### src/rtl/demux14_double_pkg.sv
// Shared constants for the 2-bit demultiplexer / selector datapath.
//   NCH   : number of output channels
//   SEL_W : width of the channel-select input
//   CNT_W : width of the accepted-write counter
package demux14_double_pkg;

   localparam int NCH   = 4;
   localparam int SEL_W = 2;
   localparam int CNT_W = 8;

endpackage

### src/rtl/demux14_double_btn_debounce.sv
// Push-button front end: 2-flop synchronizer, debounce and rising-edge detect.
// Ports:
//   clk         in  system clock
//   rst         in  synchronous active-high reset
//   btn_raw     in  asynchronous raw button level, active-high
//   press_pulse out one-cycle pulse per accepted press; release produces nothing
module demux14_double_btn_debounce #(
   parameter int DB_CYCLES = 4
) (
   input  logic clk,
   input  logic rst,
   input  logic btn_raw,
   output logic press_pulse
);

   localparam int CW = $clog2(DB_CYCLES + 1);

   logic          sync1_q, sync2_q;
   logic [CW-1:0] cnt_q, cnt_d;
   logic          stable_q, stable_d;
   logic          stable_dly_q;
   logic          press_q, press_d;

   always_comb begin
      cnt_d    = '0;
      stable_d = stable_q;
      // Any return to agreement restarts the count, so only an uninterrupted
      // run of DB_CYCLES differing cycles flips the stable level.
      if (sync2_q != stable_q) begin
         if (cnt_q == CW'(DB_CYCLES - 1)) begin
            stable_d = sync2_q;
            cnt_d    = '0;
         end else begin
            cnt_d = cnt_q + CW'(1);
         end
      end
      press_d = stable_q & ~stable_dly_q;
   end

   always_ff @(posedge clk) begin
      if (rst) begin
         sync1_q      <= 1'b0;
         sync2_q      <= 1'b0;
         cnt_q        <= '0;
         stable_q     <= 1'b0;
         stable_dly_q <= 1'b0;
         press_q      <= 1'b0;
      end else begin
         sync1_q      <= btn_raw;
         sync2_q      <= sync1_q;
         cnt_q        <= cnt_d;
         stable_q     <= stable_d;
         stable_dly_q <= stable_q;
         press_q      <= press_d;
      end
   end

   assign press_pulse = press_q;

endmodule

### src/rtl/demux14_double.sv
// Registered 1-to-4 demultiplexer: writes X into the held channel register
// selected by Y on a debounced button press or a direct write strobe.
// Ports:
//   clk, rst      clock and synchronous active-high reset
//   X [W]         data to distribute
//   Y [2]         destination channel
//   btn           raw push-button write request
//   wr_en         synchronous write strobe (bypasses debounce)
//   clr           synchronous clear of all channels (wr_cnt kept)
//   F0..F3 [W]    held channel registers
//   F_all [4*W]   {F3,F2,F1,F0}
//   vld [4]       channel written since reset/clr
//   upd [4]       one-cycle pulse when a channel takes new data
//   wr_cnt [8]    accepted-write count, wrapping
module demux14_double
   import demux14_double_pkg::*;
#(
   parameter int W         = 2,
   parameter int DB_CYCLES = 4
) (
   input  logic               clk,
   input  logic               rst,
   input  logic [W-1:0]       X,
   input  logic [SEL_W-1:0]   Y,
   input  logic               btn,
   input  logic               wr_en,
   input  logic               clr,
   output logic [W-1:0]       F0,
   output logic [W-1:0]       F1,
   output logic [W-1:0]       F2,
   output logic [W-1:0]       F3,
   output logic [NCH*W-1:0]   F_all,
   output logic [NCH-1:0]     vld,
   output logic [NCH-1:0]     upd,
   output logic [CNT_W-1:0]   wr_cnt
);

   logic             wr_btn;
   logic             wr;
   logic [W-1:0]     f_q [NCH];
   logic [W-1:0]     f_d [NCH];
   logic [NCH-1:0]   vld_q, vld_d;
   logic [NCH-1:0]   upd_q, upd_d;
   logic [CNT_W-1:0] cnt_q, cnt_d;

   demux14_double_btn_debounce #(
      .DB_CYCLES (DB_CYCLES)
   ) u_btn (
      .clk         (clk),
      .rst         (rst),
      .btn_raw     (btn),
      .press_pulse (wr_btn)
   );

   // A press and a strobe in the same cycle merge into a single write.
   assign wr = wr_btn | wr_en;

   always_comb begin
      for (int i = 0; i < NCH; i++) f_d[i] = f_q[i];
      vld_d = vld_q;
      upd_d = '0;
      cnt_d = cnt_q;
      // clr has priority: a coincident write is dropped and not counted.
      if (clr) begin
         for (int i = 0; i < NCH; i++) f_d[i] = '0;
         vld_d = '0;
      end else if (wr) begin
         f_d[Y]   = X;
         vld_d[Y] = 1'b1;
         upd_d[Y] = 1'b1;
         cnt_d    = cnt_q + CNT_W'(1);
      end
   end

   always_ff @(posedge clk) begin
      if (rst) begin
         for (int i = 0; i < NCH; i++) f_q[i] <= '0;
         vld_q <= '0;
         upd_q <= '0;
         cnt_q <= '0;
      end else begin
         for (int i = 0; i < NCH; i++) f_q[i] <= f_d[i];
         vld_q <= vld_d;
         upd_q <= upd_d;
         cnt_q <= cnt_d;
      end
   end

   assign F0     = f_q[0];
   assign F1     = f_q[1];
   assign F2     = f_q[2];
   assign F3     = f_q[3];
   assign F_all  = {f_q[3], f_q[2], f_q[1], f_q[0]};
   assign vld    = vld_q;
   assign upd    = upd_q;
   assign wr_cnt = cnt_q;

endmodule

### config.mk
export PLATFORM = sky130hd
export DESIGN_NAME = demux14_double
export DESIGN_NICKNAME = d
export VERILOG_FILES = /design/src/rtl/demux14_double_pkg.sv /design/src/rtl/demux14_double_btn_debounce.sv /design/src/rtl/demux14_double.sv
export SDC_FILE = /design/constraint.sdc
export NUM_CORES = 1
export LEC_CHECK = 0
export BUFFER_PORTS_ARGS = -buffer_cell sky130_fd_sc_hd__buf_2
export CORE_MARGIN = 8
export CORE_UTILIZATION = 29
export CTS_BUF_LIST = sky130_fd_sc_hd__clkbuf_16
export CTS_CLUSTER_DIAMETER = 60
export DETAILED_ROUTE_END_ITERATION = 8
export PLACE_DENSITY_LB_ADDON = 0.2
export SLEW_MARGIN = 20
export SYNTH_ARGS = -nofsm -noshare
export SYNTH_HDL_FRONTEND = slang
export SYNTH_SLANG_ARGS = --single-unit
### constraint.sdc
create_clock -name clk -period 1.6 [get_ports clk]
set_input_delay 0 -clock clk [delete_from_list [all_inputs] [get_ports clk]]
set_output_delay 0 -clock clk [all_outputs]
set_load 0.01 [all_outputs]
# Word level (Yosys, flattened, before mapping)
# Memory sizes are Yosys's and may differ from the RTL's.
# Index checks and enable logic that the tools add are counted.
# totals
regBits,24
ram_bits,8
inputBits,9
out_inout_bits,32
memories,1
# op_classes
n_addsub,2
n_lt_le_gt_ge,4
n_eq_ne,2
muxes,14
bitwise_logic,12
reduce_logical,7
# mem_list
memory,depth,width,rd,rd_clocked_by_memory_dff,write_ports,line,rtl
f_q,4,2,4,0,4,demux14_double.sv:40,logic [W-1:0] f_q [NCH];
# ops
op,count
$mux 8,2
$mux 2,5
$add 8x1->8 const B,1
$bwmux 8,1
$reduce_or 3->1,2
$or 1x1->1,5
$demux 2 s2,1
$mux 1,4
$not 1->1,4
$or 4x4->4,1
$reduce_and 2->1,2
$add 3x1->3 const B,1
$eq 3x2->1 const B,1
$ge 3x3->1 const B,1
$lt 2x3->1 const B,1
$lt 3x1->1 const B,1
$not 2->3,1
$demux 1 s2,1
$ge 2x1->1 const B,1
$logic_and 1x1->1,2
$reduce_or 2->1,1
$and 1x1->1,1
$ne 1x1->1,1

# Logic depth before layout (Yosys ltp)
# depth
word_depth,9
depth_mapped,4

# Cells and area by module
# A second synthesis with hierarchy kept.
# unflattened
hier_cells,133
hier_area_um2,1263.7
# by_module_without_submodules
module,n_inst,cells_each,area_per_inst_um2
demux14_double,1,112,997.2
demux14_double_btn_debounce,1,21,266.5

# Least setup slack after synthesis
# Ideal clock, no wire load.
# synth_timing
path_type,reg-to-reg
startpoint,reg cnt_q[2] (netlist: wr_cnt[2])
endpoint,reg cnt_q[7] (netlist: wr_cnt[7])
setup_ns,0.121
t_arrival_ns,1.205
setup_slack_ns,0.275
stages_incl_launch_ff,4
n_path_buf,0
cell_sequence,dfxtp_1 > nand4_1 > nor4_1 > mux2_2
# synth_between
elab_chain_cells,1
# synth_lines
element,line,rtl
from (decl),demux14_double.sv:44,"logic [CNT_W-1:0] cnt_q, cnt_d;"
from (signal assigned),demux14_double.sv:85,cnt_q <= cnt_d;
$add 8x1->8,demux14_double.sv:71,cnt_d = cnt_q + CNT_W'(1);
# Every way passes these cells.
# A chain may end at the register's enable or synchronous reset.

# Final worst setup path
# Ends and elaborated chain as after synthesis.

==> impl_metrics.json <==
{
  "grt-ovfl-total": 0,
  "power.density_nw_per_um2": 1220,
  "crit_arrival_ns": 1.53,
  "final-hold-violation-count": 0,
  "drive_gt1_share_pct": 30.36,
  "postCtsResizedCells": 0,
  "syn_avg_cell_area_um2": 9.498,
  "grt_max_degree": 17,
  "grtUsageTotal_pct": 8.478,
  "grt_util_met2_pct": 12.00,
  "io_buffers": 40,
  "leakage_nw": 0.7064,
  "slew_viol_final": 0,
  "grt_pass1_vias": 910,
  "yosysUniqueCellTypes": 29,
  "hold_ws_ns": 0.01851,
  "boundaryPins": 41,
  "cp_max_fo": 7,
  "use_met3_pct": 4.814,
  "crit_path_cell_trace": "nand4_1 > nor4_1 > mux2_2",
  "n_antenna_cell": 0,
  "setup_violations": 0,
  "crit_buf_inv": 0,
  "ys_warn_count": 0,
  "insertion_delay_ns": 0.27,
  "numCtsBuffers": 5,
  "clk_pin_slew_ns": 0.05,
  "top_usage_layer": "met2",
  "r2r_slack_ns": 0.23,
  "antenna_found_initial": 0,
  "core-area_um2": 4264,
  "die-width_um": 81.75,
  "drcViolationCount": 0,
  "syn_inst": 132,
  "clockRootBuffer": "clkbuf_16",
  "crit_family": "simple AND/OR/NAND/NOR gates",
  "tns_ns": 0,
  "syn_area_um2": 1254,
  "drt_first_pass_iters": 4,
  "cp.required_ns": 1.76,
  "start_util_pct": 29.40,
  "cap_violations": 0,
  "syn-num-nets": 144,
  "layout.nets": 179,
  "regToRegEndpoint": "wr_cnt[7]$_SDFFE_PP0P_",
  "min_path_cells": 3,
  "drt_iter0_drc": 98,
  "slew_headroom_pct": 55.88,
  "fin_crit_sh_pct": 85.86,
  "gr-usage-met1_pct": 9.846,
  "fin_crit_ns": 1.374,
  "cts_sinks": 32,
  "synth_seq_area_share_pct": 51.10,
  "holdPathEnd": "f_q[0][1]$_SDFFE_PP0P_",
  "design.die.area_um2": 6683,
  "status": "complete, no violations",
  "critPathMaxStageDelay_ns": 0.42,
  "place_congestion": 0.7157,
  "num_vias": 1015,
  "vdd_ir_drop_max_uv": 711.7,
  "cts_tree": "done",
  "fillers": 456,
  "antenna_left": 0,
  "area_growth_pct": 27.94,
  "worst_path_max_delay_cell": "dfxtp_1",
  "grt_first_pass_wirelength_um": 4367,
  "clock-skew-final_ns": 0.001810,
  "critical_path_class": "flip-flop to flip-flop",
  "end_kind": "flip-flop",
  "start_kind": "flip-flop",
  "htree_levels": 2,
  "grt_setup_unrepaired": "false",
  "rows": 24,
  "p_total_mw": 1.956,
  "min_path_type": "primary input to flip-flop",
  "die_h_um": 81.75,
  "routed_via_density": 4.614,
  "drt-total-wl_um": 2719,
  "max_clock_freq_mhz": 727.9,
  "r2r_cells": 3,
  "hpwlAfterDp_um": 2043,
  "cts_buffer_depth": 2,
  "r2r-start": "wr_cnt[2]$_SDFFE_PP0P_",
  "min_from": "X[1]",
  "wl_per_cell_um": 12.36,
  "ys_ff_latch": 32,
  "tightest_slew_ns": 0.6549
}
-- registers in the layout, indices dropped and copies added (netlist names) --
register / count
f_q: 8
wr_cnt: 8
vld: 4
u_btn.sync1_q: 1
upd: 4
u_btn.press_pulse: 1
u_btn.stable_dly_q: 1
u_btn.sync2_q: 1
u_btn.stable_q: 1
u_btn.cnt_q: 3
-- cell type report --
class                   count  area, um^2  share of cell area (%)
inverters                   7       26.28                   1.638
repair buffers             41       210.2                   13.10
well taps                  52       65.06                   4.056
clock inverters             3       37.54                   2.340
clock buffers               5       125.1                   7.800
flip-flops and latches     32       640.6                   39.94
multi-input cells          80       499.2                   31.12
-- synthesized netlist by cell type --
master	count	area share (%)
or3b_1	2	1.4
dfxtp_1	32	51
ha_1	3	3.0
o211ai_1	1	0.60
o21bai_2	1	0.90
xor2_1	1	0.70
nand2_1	2	0.60
nor3_1	3	1.2
buf_4	8	4.8
or3_1	2	1.0
nand4_1	1	0.50
o21ba_2	2	1.6
nor4_1	1	0.50
or4_1	4	2.4
buf_2	1	0.40
clkbuf_1	3	0.90
a21oi_1	14	5.6
o21bai_1	1	0.60
nor2_1	13	3.9
mux2_2	1	0.90
o21ai_0	8	3.2
nand3_1	5	2.0
mux2i_1	4	3.2
xnor2_1	1	0.70
or2_2	1	0.50
o31ai_1	4	2.4
nor2b_1	5	2.5
buf_6	1	0.90
inv_1	7	2.1
-- report_power, final --
group | total (mW) | switching, mW | internal, mW
Combinational | 0.0961 | 0.0585 | 0.0377
Sequential | 0.820 | 0.00817 | 0.812
Clock | 1.04 | 0.318 | 0.722
-- worst min-delay path: cells and delay by family --
kind	cells	cell delay [ns]
simple gates	1	0.07
compound gates	1	0.05
buf+inv	1	0.13
-- layer usage --
layer / vias up / share of wire, %
li1: 521 / -
met1: 452 / 44
met3: 5 / 14
met2: 37 / 40
met4: 0 / 1.6
met5: - / 0
-- cells by family after synthesis --
kind of cell	share of synthesized area [%]
mux	4.092
buf+inv	9.082
fa+ha+maj	2.994
simple gates	16.47
flops	51.10
compound gates	14.87
xor+xnor	1.397
-- cell usage in the layout, fill, tap and decap left out --
cell,count
a21oi_1,14
buf_2,40
bufinv_16,1
clkbuf_16,5
clkinv_1,2
dfxtp_1,32
dlygate4sd3_1,1
ha_1,3
inv_1,7
mux2_2,1
mux2i_1,4
nand2_1,2
nand3_1,5
nand4_1,1
nor2_1,13
nor2b_1,5
nor3_1,3
nor4_1,1
o211ai_1,1
o21ai_0,8
o21ba_2,2
o21bai_1,1
o21bai_2,1
o31ai_1,4
or2_2,1
or3_1,2
or3b_1,2
or4_1,4
xnor2_1,1
xor2_1,1
-- stage by stage --
step	util, %	setup slack, ns	std cells	area [um^2]
after detailed placement	33.57	0.2425	211	1431
after global placement	33.57	0.2643	211	1431
after floorplan	-	0.2746	132	1254
final	37.62	0.2262	220	1604
after global routing	37.62	0.1656	220	1604
after CTS	37.62	0.2276	220	1604
-- what timing repair did --
action,4_1_cts,5_1_grt
hold buffers,1,0
buffers inserted,0,0
hold endpoints to repair,1,0
-- worst max-delay path by stage --
stage          slack (ns)  cells after the start                     end                          from
2_1_floorplan        0.27                      3  wr_cnt[7]$_SDFFE_PP0P_        wr_cnt[2]$_SDFFE_PP0P_
3_3_place_gp         0.26                      3  wr_cnt[7]$_SDFFE_PP0P_  u_btn.press_pulse$_SDFF_PP0_
3_5_place_dp         0.24                      3  wr_cnt[7]$_SDFFE_PP0P_        wr_cnt[2]$_SDFFE_PP0P_
4_1_cts              0.23                      3  wr_cnt[7]$_SDFFE_PP0P_        wr_cnt[2]$_SDFFE_PP0P_
5_1_grt              0.17                      3  wr_cnt[5]$_SDFFE_PP0P_  u_btn.press_pulse$_SDFF_PP0_
6_report             0.23                      3  wr_cnt[7]$_SDFFE_PP0P_        wr_cnt[2]$_SDFFE_PP0P_
(Power assumes the default switching activity.)
